`src/rtl/p2p_recv_guard_pkg.sv`:
```
// Shared definitions for the P2P receive guard: route_id sender field and guard FSM states.
package p2p_recv_guard_pkg;

  localparam int P2P_SENDER_LSB = 6;
  localparam int P2P_SENDER_MSB = 9;

  typedef enum logic [1:0] {
    SOP,
    PASS,
    DROP
  } guard_state_t;

endpackage

```
`src/rtl/p2p_recv_guard_slice.sv`:
```
// Single-entry valid/ready register slice carrying tdata/tkeep/tlast/tdest/tid.
module axis_reg_slice_p2p #(
  parameter int DATA_W    = 512,
  parameter int DEST_BITS = 14
) (
  input  logic                   clk,
  input  logic                   rst,
  input  logic                   s_valid,
  output logic                   s_ready,
  input  logic [DATA_W-1:0]      s_data,
  input  logic [DATA_W/8-1:0]    s_keep,
  input  logic                   s_last,
  input  logic [DEST_BITS-1:0]   s_dest,
  input  logic [3:0]             s_id,
  output logic                   m_valid,
  input  logic                   m_ready,
  output logic [DATA_W-1:0]      m_data,
  output logic [DATA_W/8-1:0]    m_keep,
  output logic                   m_last,
  output logic [DEST_BITS-1:0]   m_dest,
  output logic [3:0]             m_id
);

  logic                 valid_q;
  logic [DATA_W-1:0]    data_q;
  logic [DATA_W/8-1:0]  keep_q;
  logic                 last_q;
  logic [DEST_BITS-1:0] dest_q;
  logic [3:0]           id_q;
  logic                 load;

  // Accept a new beat whenever the slot is empty or is being drained this cycle.
  assign s_ready = !valid_q || m_ready;
  assign load    = s_valid && s_ready;

  always_ff @(posedge clk) begin
    if (rst) begin
      valid_q <= 1'b0;
      data_q  <= '0;
      keep_q  <= '0;
      last_q  <= 1'b0;
      dest_q  <= '0;
      id_q    <= '0;
    end else if (load) begin
      valid_q <= 1'b1;
      data_q  <= s_data;
      keep_q  <= s_keep;
      last_q  <= s_last;
      dest_q  <= s_dest;
      id_q    <= s_id;
    end else if (m_ready) begin
      valid_q <= 1'b0;
    end
  end

  assign m_valid = valid_q;
  assign m_data  = data_q;
  assign m_keep  = keep_q;
  assign m_last  = last_q;
  assign m_dest  = dest_q;
  assign m_id    = id_q;

endmodule

```
`src/rtl/p2p_recv_guard.sv`:
```
// Packet-atomic admission guard on the P2P receive path: per-packet allow/drop,
// register-sliced pass path, line-rate drain of rejected packets, diagnostics counters.
module p2p_recv_guard
  import p2p_recv_guard_pkg::*;
#(
  parameter int ID            = 0,
  parameter int N_REGIONS     = 2,
  parameter int AXI_DATA_BITS = 512,
  parameter int DEST_BITS     = 14,
  parameter int CNT_BITS      = 32
) (
  input  logic                       aclk,
  input  logic                       areset,
  input  logic [13:0]                route_ctrl,
  input  logic                       guard_en,
  input  logic                       s_tvalid,
  output logic                       s_tready,
  input  logic                       s_tlast,
  input  logic [AXI_DATA_BITS-1:0]   s_tdata,
  input  logic [AXI_DATA_BITS/8-1:0] s_tkeep,
  input  logic [DEST_BITS-1:0]       s_tdest,
  output logic                       m_tvalid,
  input  logic                       m_tready,
  output logic                       m_tlast,
  output logic [AXI_DATA_BITS-1:0]   m_tdata,
  output logic [AXI_DATA_BITS/8-1:0] m_tkeep,
  output logic [DEST_BITS-1:0]       m_tdest,
  output logic [3:0]                 m_tid,
  output logic [CNT_BITS-1:0]        pass_cnt,
  output logic [CNT_BITS-1:0]        drop_cnt,
  output logic                       drop_pulse,
  output logic [3:0]                 last_drop_sender
);

  localparam logic [3:0] ID_SND = 4'(ID);

  function automatic logic [CNT_BITS-1:0] sat_inc(input logic [CNT_BITS-1:0] v);
    return (&v) ? v : v + CNT_BITS'(1);
  endfunction

  guard_state_t        state_q, state_d;
  logic [3:0]          snd_q;
  logic [CNT_BITS-1:0] pass_cnt_q, drop_cnt_q;
  logic                drop_pulse_q;
  logic [3:0]          last_drop_q;

  logic [3:0] snd, allowed_snd, cur_snd;
  logic       allow_now, fwd, slice_ready, xfer, first_drop;
  logic       unused_route;

  assign snd          = s_tdest[P2P_SENDER_MSB:P2P_SENDER_LSB];
  assign allowed_snd  = route_ctrl[P2P_SENDER_MSB:P2P_SENDER_LSB];
  assign unused_route = ^{route_ctrl[13:10], route_ctrl[5:0]};

  assign allow_now = !guard_en ||
                     (int'(snd) < N_REGIONS && snd != ID_SND &&
                      (allowed_snd == 4'd0 || snd == allowed_snd));

  // The verdict is only live on the first beat; afterwards the FSM state is the latched verdict.
  assign fwd        = (state_q == PASS) || (state_q == SOP && allow_now);
  assign cur_snd    = (state_q == SOP) ? snd : snd_q;
  assign s_tready   = fwd ? slice_ready : 1'b1;
  assign xfer       = s_tvalid && s_tready;
  assign first_drop = xfer && (state_q == SOP) && !allow_now;

  always_comb begin
    state_d = state_q;
    case (state_q)
      SOP:     if (xfer && !s_tlast) state_d = allow_now ? PASS : DROP;
      PASS:    if (xfer && s_tlast)  state_d = SOP;
      DROP:    if (xfer && s_tlast)  state_d = SOP;
      default: state_d = SOP;
    endcase
  end

  always_ff @(posedge aclk) begin
    if (areset) begin
      state_q      <= SOP;
      snd_q        <= '0;
      pass_cnt_q   <= '0;
      drop_cnt_q   <= '0;
      drop_pulse_q <= 1'b0;
      last_drop_q  <= '0;
    end else begin
      state_q      <= state_d;
      drop_pulse_q <= first_drop;
      if (xfer && state_q == SOP) snd_q <= snd;
      if (first_drop) last_drop_q <= snd;
      if (xfer && s_tlast && fwd)  pass_cnt_q <= sat_inc(pass_cnt_q);
      if (xfer && s_tlast && !fwd) drop_cnt_q <= sat_inc(drop_cnt_q);
    end
  end

  axis_reg_slice_p2p #(
    .DATA_W    (AXI_DATA_BITS),
    .DEST_BITS (DEST_BITS)
  ) u_slice (
    .clk     (aclk),
    .rst     (areset),
    .s_valid (s_tvalid && fwd),
    .s_ready (slice_ready),
    .s_data  (s_tdata),
    .s_keep  (s_tkeep),
    .s_last  (s_tlast),
    .s_dest  (s_tdest),
    .s_id    (cur_snd),
    .m_valid (m_tvalid),
    .m_ready (m_tready),
    .m_data  (m_tdata),
    .m_keep  (m_tkeep),
    .m_last  (m_tlast),
    .m_dest  (m_tdest),
    .m_id    (m_tid)
  );

  assign pass_cnt         = pass_cnt_q;
  assign drop_cnt         = drop_cnt_q;
  assign drop_pulse       = drop_pulse_q;
  assign last_drop_sender = last_drop_q;

endmodule

```
`config.mk`:
```
export PLATFORM = sky130hd
export DESIGN_NAME = p2p_recv_guard
export DESIGN_NICKNAME = d
export VERILOG_FILES = /design/src/rtl/p2p_recv_guard_pkg.sv /design/src/rtl/p2p_recv_guard_slice.sv /design/src/rtl/p2p_recv_guard.sv
export SDC_FILE = /design/constraint.sdc
export NUM_CORES = 1
export LEC_CHECK = 0
export ABC_AREA = 1
export CAP_MARGIN = 20
export CELL_PAD_IN_SITES_DETAIL_PLACEMENT = 1
export CELL_PAD_IN_SITES_GLOBAL_PLACEMENT = 1
export CORE_AREA = 4 4 499 501
export CTS_CLUSTER_DIAMETER = 30
export DETAILED_ROUTE_END_ITERATION = 16
export DIE_AREA = 0 0 503 505
export PLACE_DENSITY_LB_ADDON = 0.1
export SYNTH_ARGS = -nofsm -noshare
export SYNTH_HDL_FRONTEND = slang
export SYNTH_SLANG_ARGS = --single-unit
```
`constraint.sdc`:
```
create_clock -name aclk -period 2.15 [get_ports aclk]
set_clock_uncertainty 0.2 [all_clocks]
set_input_delay 0.645 -clock aclk [delete_from_list [all_inputs] [get_ports aclk]]
set_output_delay 0.645 -clock aclk [all_outputs]
set_load 0.03 [all_outputs]
```
==> impl_metrics.ini, run 1 <==
[run_status]
status = finished with violations
violations = setup timing

[synthesis]
ys_seq_area_share_pct = 53.45
yosysWarnings = 0
yosys.area.top_type = dfxtp_1
synthTopCellsByArea = dfxtp_1, nor2_1, o21ai_0
synth_cell_types = 33
ys_ff_latch = 671
syn_area_per_cell_um2 = 7.673
synth_top_area_share_pct = 53.45
synthCells = 3275
syn-num-nets = 3889
syn-cell-area_um2 = 25130

[global_routing]
grt_max_degree = 66
grt.total_usage_pct = 14.51
grt_pass1_vias = 32730
grt_pass1_wl_um = 262100
grt_remaining_overflow = 0
antenna_found_initial = 53

[placement]
post-place-ws_ps = -1081
placed_cell_area_um2 = 44030
place_hpwl_um = 148500
placedCellCount = 7813
gp_congestion = 0.7572
portBuffers = 1264

[hold_path]
hold_path_depth = 4
hp-start = s_tdest[9]
hold_path.class = input port to flop
min_to = u_slice.m_dest[9]$_SDFFE_PP0P_

[clock_network]
cts_made_buffers = 302
path_clk_slew_ps = 30
clock-sinks = 671
clk_path_buf_depth = 4
cts_root_buf = clkbuf_16
htreeDepth = 5
cts_tree = built
clk_latency_ps = 880

[setup_path]
max_stage_delay_ps = 400
cpMostUsedCell = nand2_4
crit_start = route_ctrl[7]
worstSetupPathType = input port to output pin
reg2reg_to = u_slice.m_keep[34]$_SDFFE_PP0P_
reg2reg_from = state_q[0]$_SDFFE_PP0P_
worstPathRequired_ps = 1300
reg2regPathDepth = 13
arrival_ps = 1820
crit_chain = clkdlybuf4s50_1 -> inv_1 -> nand2_1 -> nor2_1 -> nand2_1 -> nand2_2 -> nand2_4 -> nand2_4 -> buf_6 -> nand2_4 -> buf_8
crit_fanout = 2
crit_path_start_kind = input port
cp-end-kind = output pin
r2r_slack_ps = -80
critPathSlowestCell = clkdlybuf4s50_1

[cells_and_area]
final_cell_count_no_fill = 8488
layout-drive-gt1-share_pct = 44.16
num-nets-final = 5681
nFillCells = 28090
fin_util_pct = 23.94
finalInstanceArea_um2 = 58600
area_growth_pct = 133.2

[timing]
grt_setup_unrepaired = yes
fin_crit_ps = 2661
worst_pin_slew_ps = 468.0
post-route-period-util_pct = 123.8
final-setup-viol-count = 660
holdWs_ps = 108.1
timing.fmax_ghz = 0.3758
finalMaxSlewViolations = 0
slew_headroom_pct = 68.80
final_hold_viol_count = 0
setup_slack_ps = -510.7

[flow_run]
max_cap_violations = 0

[drt]
wl_per_cell_um = 23.65
drc = 0
firstDrtPassIters = 5
via_count = 30170
drt_iter0_drc = 919
routed_wl_um = 200800
drtAntennaViolNets = 0
vias_per_cell = 3.554

[power]
ir_drop_mv = 0.5360
cellPowerDensity_nw_per_um2 = 1445
power_leakage_nw = 24.78

[floorplanning]
die_h_um = 505
pin_count = 1276
die_area_um2 = 254000
start_util_pct = 10.27
rows = 182
core_area_um2 = 244800
die_w_um = 503
==> cells by family after synthesis <==
kind of cell	share of synthesized area (%)
adder cells (fa/ha/maj)	0.1992
flip-flops	53.45
XOR/XNOR	1.917
AND/OR/NAND/NOR	24.28
buffers and inverters	5.980
AO/OA/AOI/OAI	14.17
==> cell usage after synthesis, drive strengths merged <==
| master | count |
|---|---|
| nand4 | 13 |
| a21oi | 74 |
| o21bai | 1 |
| nand3 | 53 |
| ha | 4 |
| clkbuf | 96 |
| nor3b | 3 |
| buf | 129 |
| xnor2 | 22 |
| dfxtp | 671 |
| o21ai | 625 |
| a31oi | 4 |
| nand2 | 206 |
| inv | 51 |
| nand3b | 4 |
| nor3 | 26 |
| nor2 | 1259 |
| or2 | 1 |
| xor2 | 33 |
==> worst max path at each step <==
stage / endpoint / cells past startpoint
after floorplan: u_slice.m_data[212]$_SDFFE_PP0P_ / 15
after global placement: u_slice.m_keep[53]$_SDFFE_PP0P_ / 15
after detailed placement: u_slice.m_keep[53]$_SDFFE_PP0P_ / 15
after CTS: s_tready / 7
after global routing: s_tready / 7
final: s_tready / 11
==> sequential cells by signal, indices dropped and copies added (netlist names) <==
| signal | count |
|---|---|
| u_slice.m_data | 512 |
| u_slice.m_keep | 64 |
| drop_cnt | 32 |
| pass_cnt | 32 |
| u_slice.m_dest | 14 |
| last_drop_sender | 4 |
| snd_q | 4 |
| u_slice.m_id | 4 |
| state_q | 2 |
| drop_pulse | 1 |
| u_slice.m_last | 1 |
| u_slice.m_valid | 1 |
==> where the power goes <==
| part | leakage [nW] | internal [mW] | switching, mW |
|---|---|---|---|
| logic | 14.5 | 12.2 | 15.8 |
| registers | 5.80 | 16.1 | 2.32 |
| clock network | 4.49 | 27.7 | 10.6 |
==> layer usage <==
layer / track usage [%] / wire length, um / vias up
met4: 4.629 / 5477 / 52
met2: 26.44 / 103300 / 1146
met5: 0 / 354 / -
met1: 14.10 / 70630 / 14280
li1: - / - / 14300
met3: 7.421 / 20980 / 392
==> placed cells by master (no fill, tap or decap), types with 13 or more instances in the layout <==
master and n:
dfxtp_4 82, inv_1 40, xnor2_1 21, clkdlybuf4s50_1 592, o21ai_1 51, nor3_1 21
buf_16 15, nor2_1 1239, nand2_2 28, a21oi_2 25, diode_2 14, buf_4 280
nand3_1 44, nand4_1 13, nand2_1 168, clkbuf_8 69, clkinv_2 14, o21ai_0 552
buf_8 59, dfxtp_2 585, buf_12 160, o21ai_2 22, buf_6 554, a21oi_1 49
clkbuf_1 92, clkbuf_16 350, xor2_1 32
==> critical path: cells and delay by family <==
family	cells	cell delay, ps
buffers and inverters	4	680
AND/OR/NAND/NOR	7	470
==> per-stage QoR <==
step                      TNS, ps  power [mW]
final                      -23370       84.66
after global routing      -115380       89.04
after global placement    -565990       41.91
after floorplan            -784.7       28.47
after CTS                  -81860       83.85
after detailed placement  -573850       41.92
==> cell type report <==
class | instances | area [um^2] | area share [%]
Antenna cell | 14 | 35.03 | 0.05979
Sequential cell | 671 | 14470 | 24.70
Clock inverter | 27 | 269.0 | 0.4591
Inverter | 51 | 222.7 | 0.3801
Timing Repair Buffer | 1713 | 20000 | 34.13
Tap cell | 3220 | 4029 | 6.875
Multi-Input combinational cell | 2328 | 10690 | 18.24
Clock buffer | 464 | 8877 | 15.15
==> what timing repair did <==
| action | 4_1_cts | 5_1_grt |
|---|---|---|
| pin swaps | 8 | 59 |
| setup endpoints to repair | 1002 | 1255 |
| buffers inserted | 105 | 38 |
| hold endpoints to repair | 3 | 0 |
| cloned | 1 | 49 |
| resized for setup | 4046 | 247 |
| hold buffers | 1 | 0 |
No activity file was read; power rests on OpenSTA's default activity.
==> inputs of run 2 (changes only) <==
CAP_MARGIN = unset   (was 20)
GPL_TIMING_DRIVEN = 0   (was unset)
==> run 2 against run 1 <==
Effect of this change:
- power is 4.1% lower
- the run still ends with setup timing left
- sequential share of layout area is 1.3 points higher
- global-route usage is 0.56 points higher
- first-iteration DRC count is 11% higher
==> impl_metrics.ini, run 2 (same netlist as run 1, synthesis figures left out) <==
[run_status]
status = finished with violations
violations = setup timing

[global_routing]
use_met1_pct = 14.37
grt_pass1_vias = 31830
grt_remaining_overflow = 0
antenna_found_initial = 72
grt.total_usage_pct = 15.07
use_met2_pct = 26.47
grt_busiest_layer = met2
grt_pass1_wl_um = 266700
grt_max_degree = 17
use_met3_pct = 7.983

[floorplanning]
rows = 182
start_util_pct = 10.27
die_area_um2 = 254000
die_w_um = 503
core_area_um2 = 244800
pin_count = 1276
die_h_um = 505

[drt]
routed_wl_um = 201400
wl_per_cell_um = 23.86
drt_iter0_drc = 1016
via_count = 29790
drtAntennaViolNets = 0
firstDrtPassIters = 4
vias_per_cell = 3.528
drc = 0

[power]
power_leakage_nw = 23.50
cellPowerDensity_nw_per_um2 = 1493
ir_drop_mv = 0.6310

[setup_path]
reg2reg_from = state_q[0]$_SDFFE_PP0P_
reg2reg_to = u_slice.m_data[301]$_SDFFE_PP0P_
r2r_slack_ps = -280
crit_path_start_kind = input port
crit_fanout = 2
cp-end-kind = output pin
worstSetupPathType = input port to output pin
worstPathRequired_ps = 1300
arrival_ps = 1720
reg2regPathDepth = 16

[flow_run]
max_cap_violations = 0

[timing]
finalMaxSlewViolations = 0
final-setup-viol-count = 1241
final_hold_viol_count = 0
setup_slack_ps = -414.0
slew_headroom_pct = 47.65
post-route-period-util_pct = 119.3
timing.fmax_ghz = 0.3900
worst_pin_slew_ps = 785.3
grt_setup_unrepaired = yes
fin_crit_ps = 2564

[cells_and_area]
final_common_cell = nor2_1
layout-drive-gt1-share_pct = 29.42
area_growth_pct = 116.4
final_cell_mix = nor2_1, o21ai_0, clkdlybuf4s50_1, dfxtp_1, clkbuf_16
fin_util_pct = 22.22
num-nets-final = 5596
largest_reg_flops = 512

[clock_network]
clk_latency_ps = 880
path_clk_slew_ps = 30
clock-sinks = 671
clk_path_buf_depth = 4
cts_tree = built
htreeDepth = 5
cts_made_buffers = 311
cts_root_buf = clkbuf_16

[placement]
gp_congestion = 0.7937
place_hpwl_um = 161000
post-place-ws_ps = -2453
portBuffers = 1264

[hold_path]
hold_path.class = input port to flop
hp-start = s_tdest[8]
min_to = last_drop_sender[2]$_SDFFE_PP0P_
hold_path_depth = 3
-- run 2: changes by cell type in the layout (fill, tap and decap cells not counted), sizes merged --
cell | previous run | this run
clkbuf | 511 | 595
clkdlybuf4s18 | 0 | 1
buf | 1068 | 604
clkinv | 19 | 26
clkdlybuf4s15 | 0 | 42
dlygate4sd3 | 1 | 8
bufinv | 1 | 4
dlymetal6s2s | 1 | 0
diode | 14 | 26
dlygate4sd2 | 4 | 269
-- run 2: power breakdown --
part | switching [mW] | internal [mW]
clock | 10.9 | 28.8
sequential | 1.98 | 15.7
combinational | 15.4 | 8.41
-- run 2: how the worst max path moves through the flow --
stage	from	endpoint	slack, ps	cells past startpoint
global placement	areset	u_slice.m_data[191]$_SDFFE_PP0P_	-2970	7
global route	state_q[0]$_SDFFE_PP0P_	s_tready	-530	6
detailed placement	s_tdest[6]	u_slice.m_data[191]$_SDFFE_PP0P_	-2450	14
floorplan	s_tdest[7]	u_slice.m_data[212]$_SDFFE_PP0P_	-20	15
finish	route_ctrl[8]	s_tready	-410	8
CTS	state_q[1]$_SDFFE_PP0P_	s_tready	-530	6
-- run 2: repair_timing --
action                                   CTS  global route
pin swaps                                  5            19
hold buffers                               7             1
cloned                                     0             3
endpoints found under the setup margin  1337          1332
gates resized for setup                 1220          2504
buffers inserted                           4           116
hold endpoints to repair                  11             3
-- run 2: routing by layer --
layer | share of wire, % | routed length [um]
met1 | 34 | 69170
met4 | 4.2 | 8413
met5 | 0.20 | 402
met3 | 11 | 22460
met2 | 50 | 101000
-- run 2: final cells by class --
| class | instances | area [um^2] |
|---|---|---|
| buffer | 224 | 1578 |
| antenna | 26 | 65.06 |
| clock buffer | 492 | 9126 |
| multi-input combinational | 2328 | 10610 |
| clock inverter | 37 | 417.9 |
| timing repair buffer | 1395 | 14240 |
| inverter | 51 | 196.4 |
| sequential | 671 | 14120 |
| fill | 28320 | 190400 |
| tap | 3220 | 4029 |
-- run 2: critical path, cell delays in order --
cell and delay, ps:
clkdlybuf4s50_1 400, nor2_1 110, nand2_1 100, nand2_4 130, nand2_4 70, nand2_4 60
nand2_4 60, buf_8 150
-- run 2: stage by stage --
stage	cells	total power, mW	hold slack [ps]	instance area (um^2)	setup TNS [ps]
after floorplan	3275	28.47	245.4	25150	-784.7
after global placement	7759	41.31	255.3	41830	-1406270
after detailed placement	7759	41.29	259.6	41830	-1244730
after CTS	8298	80.61	11.57	51190	-432240
after global routing	8437	85.55	23.59	54370	-330200
final	8444	81.20	97.57	54380	-156430
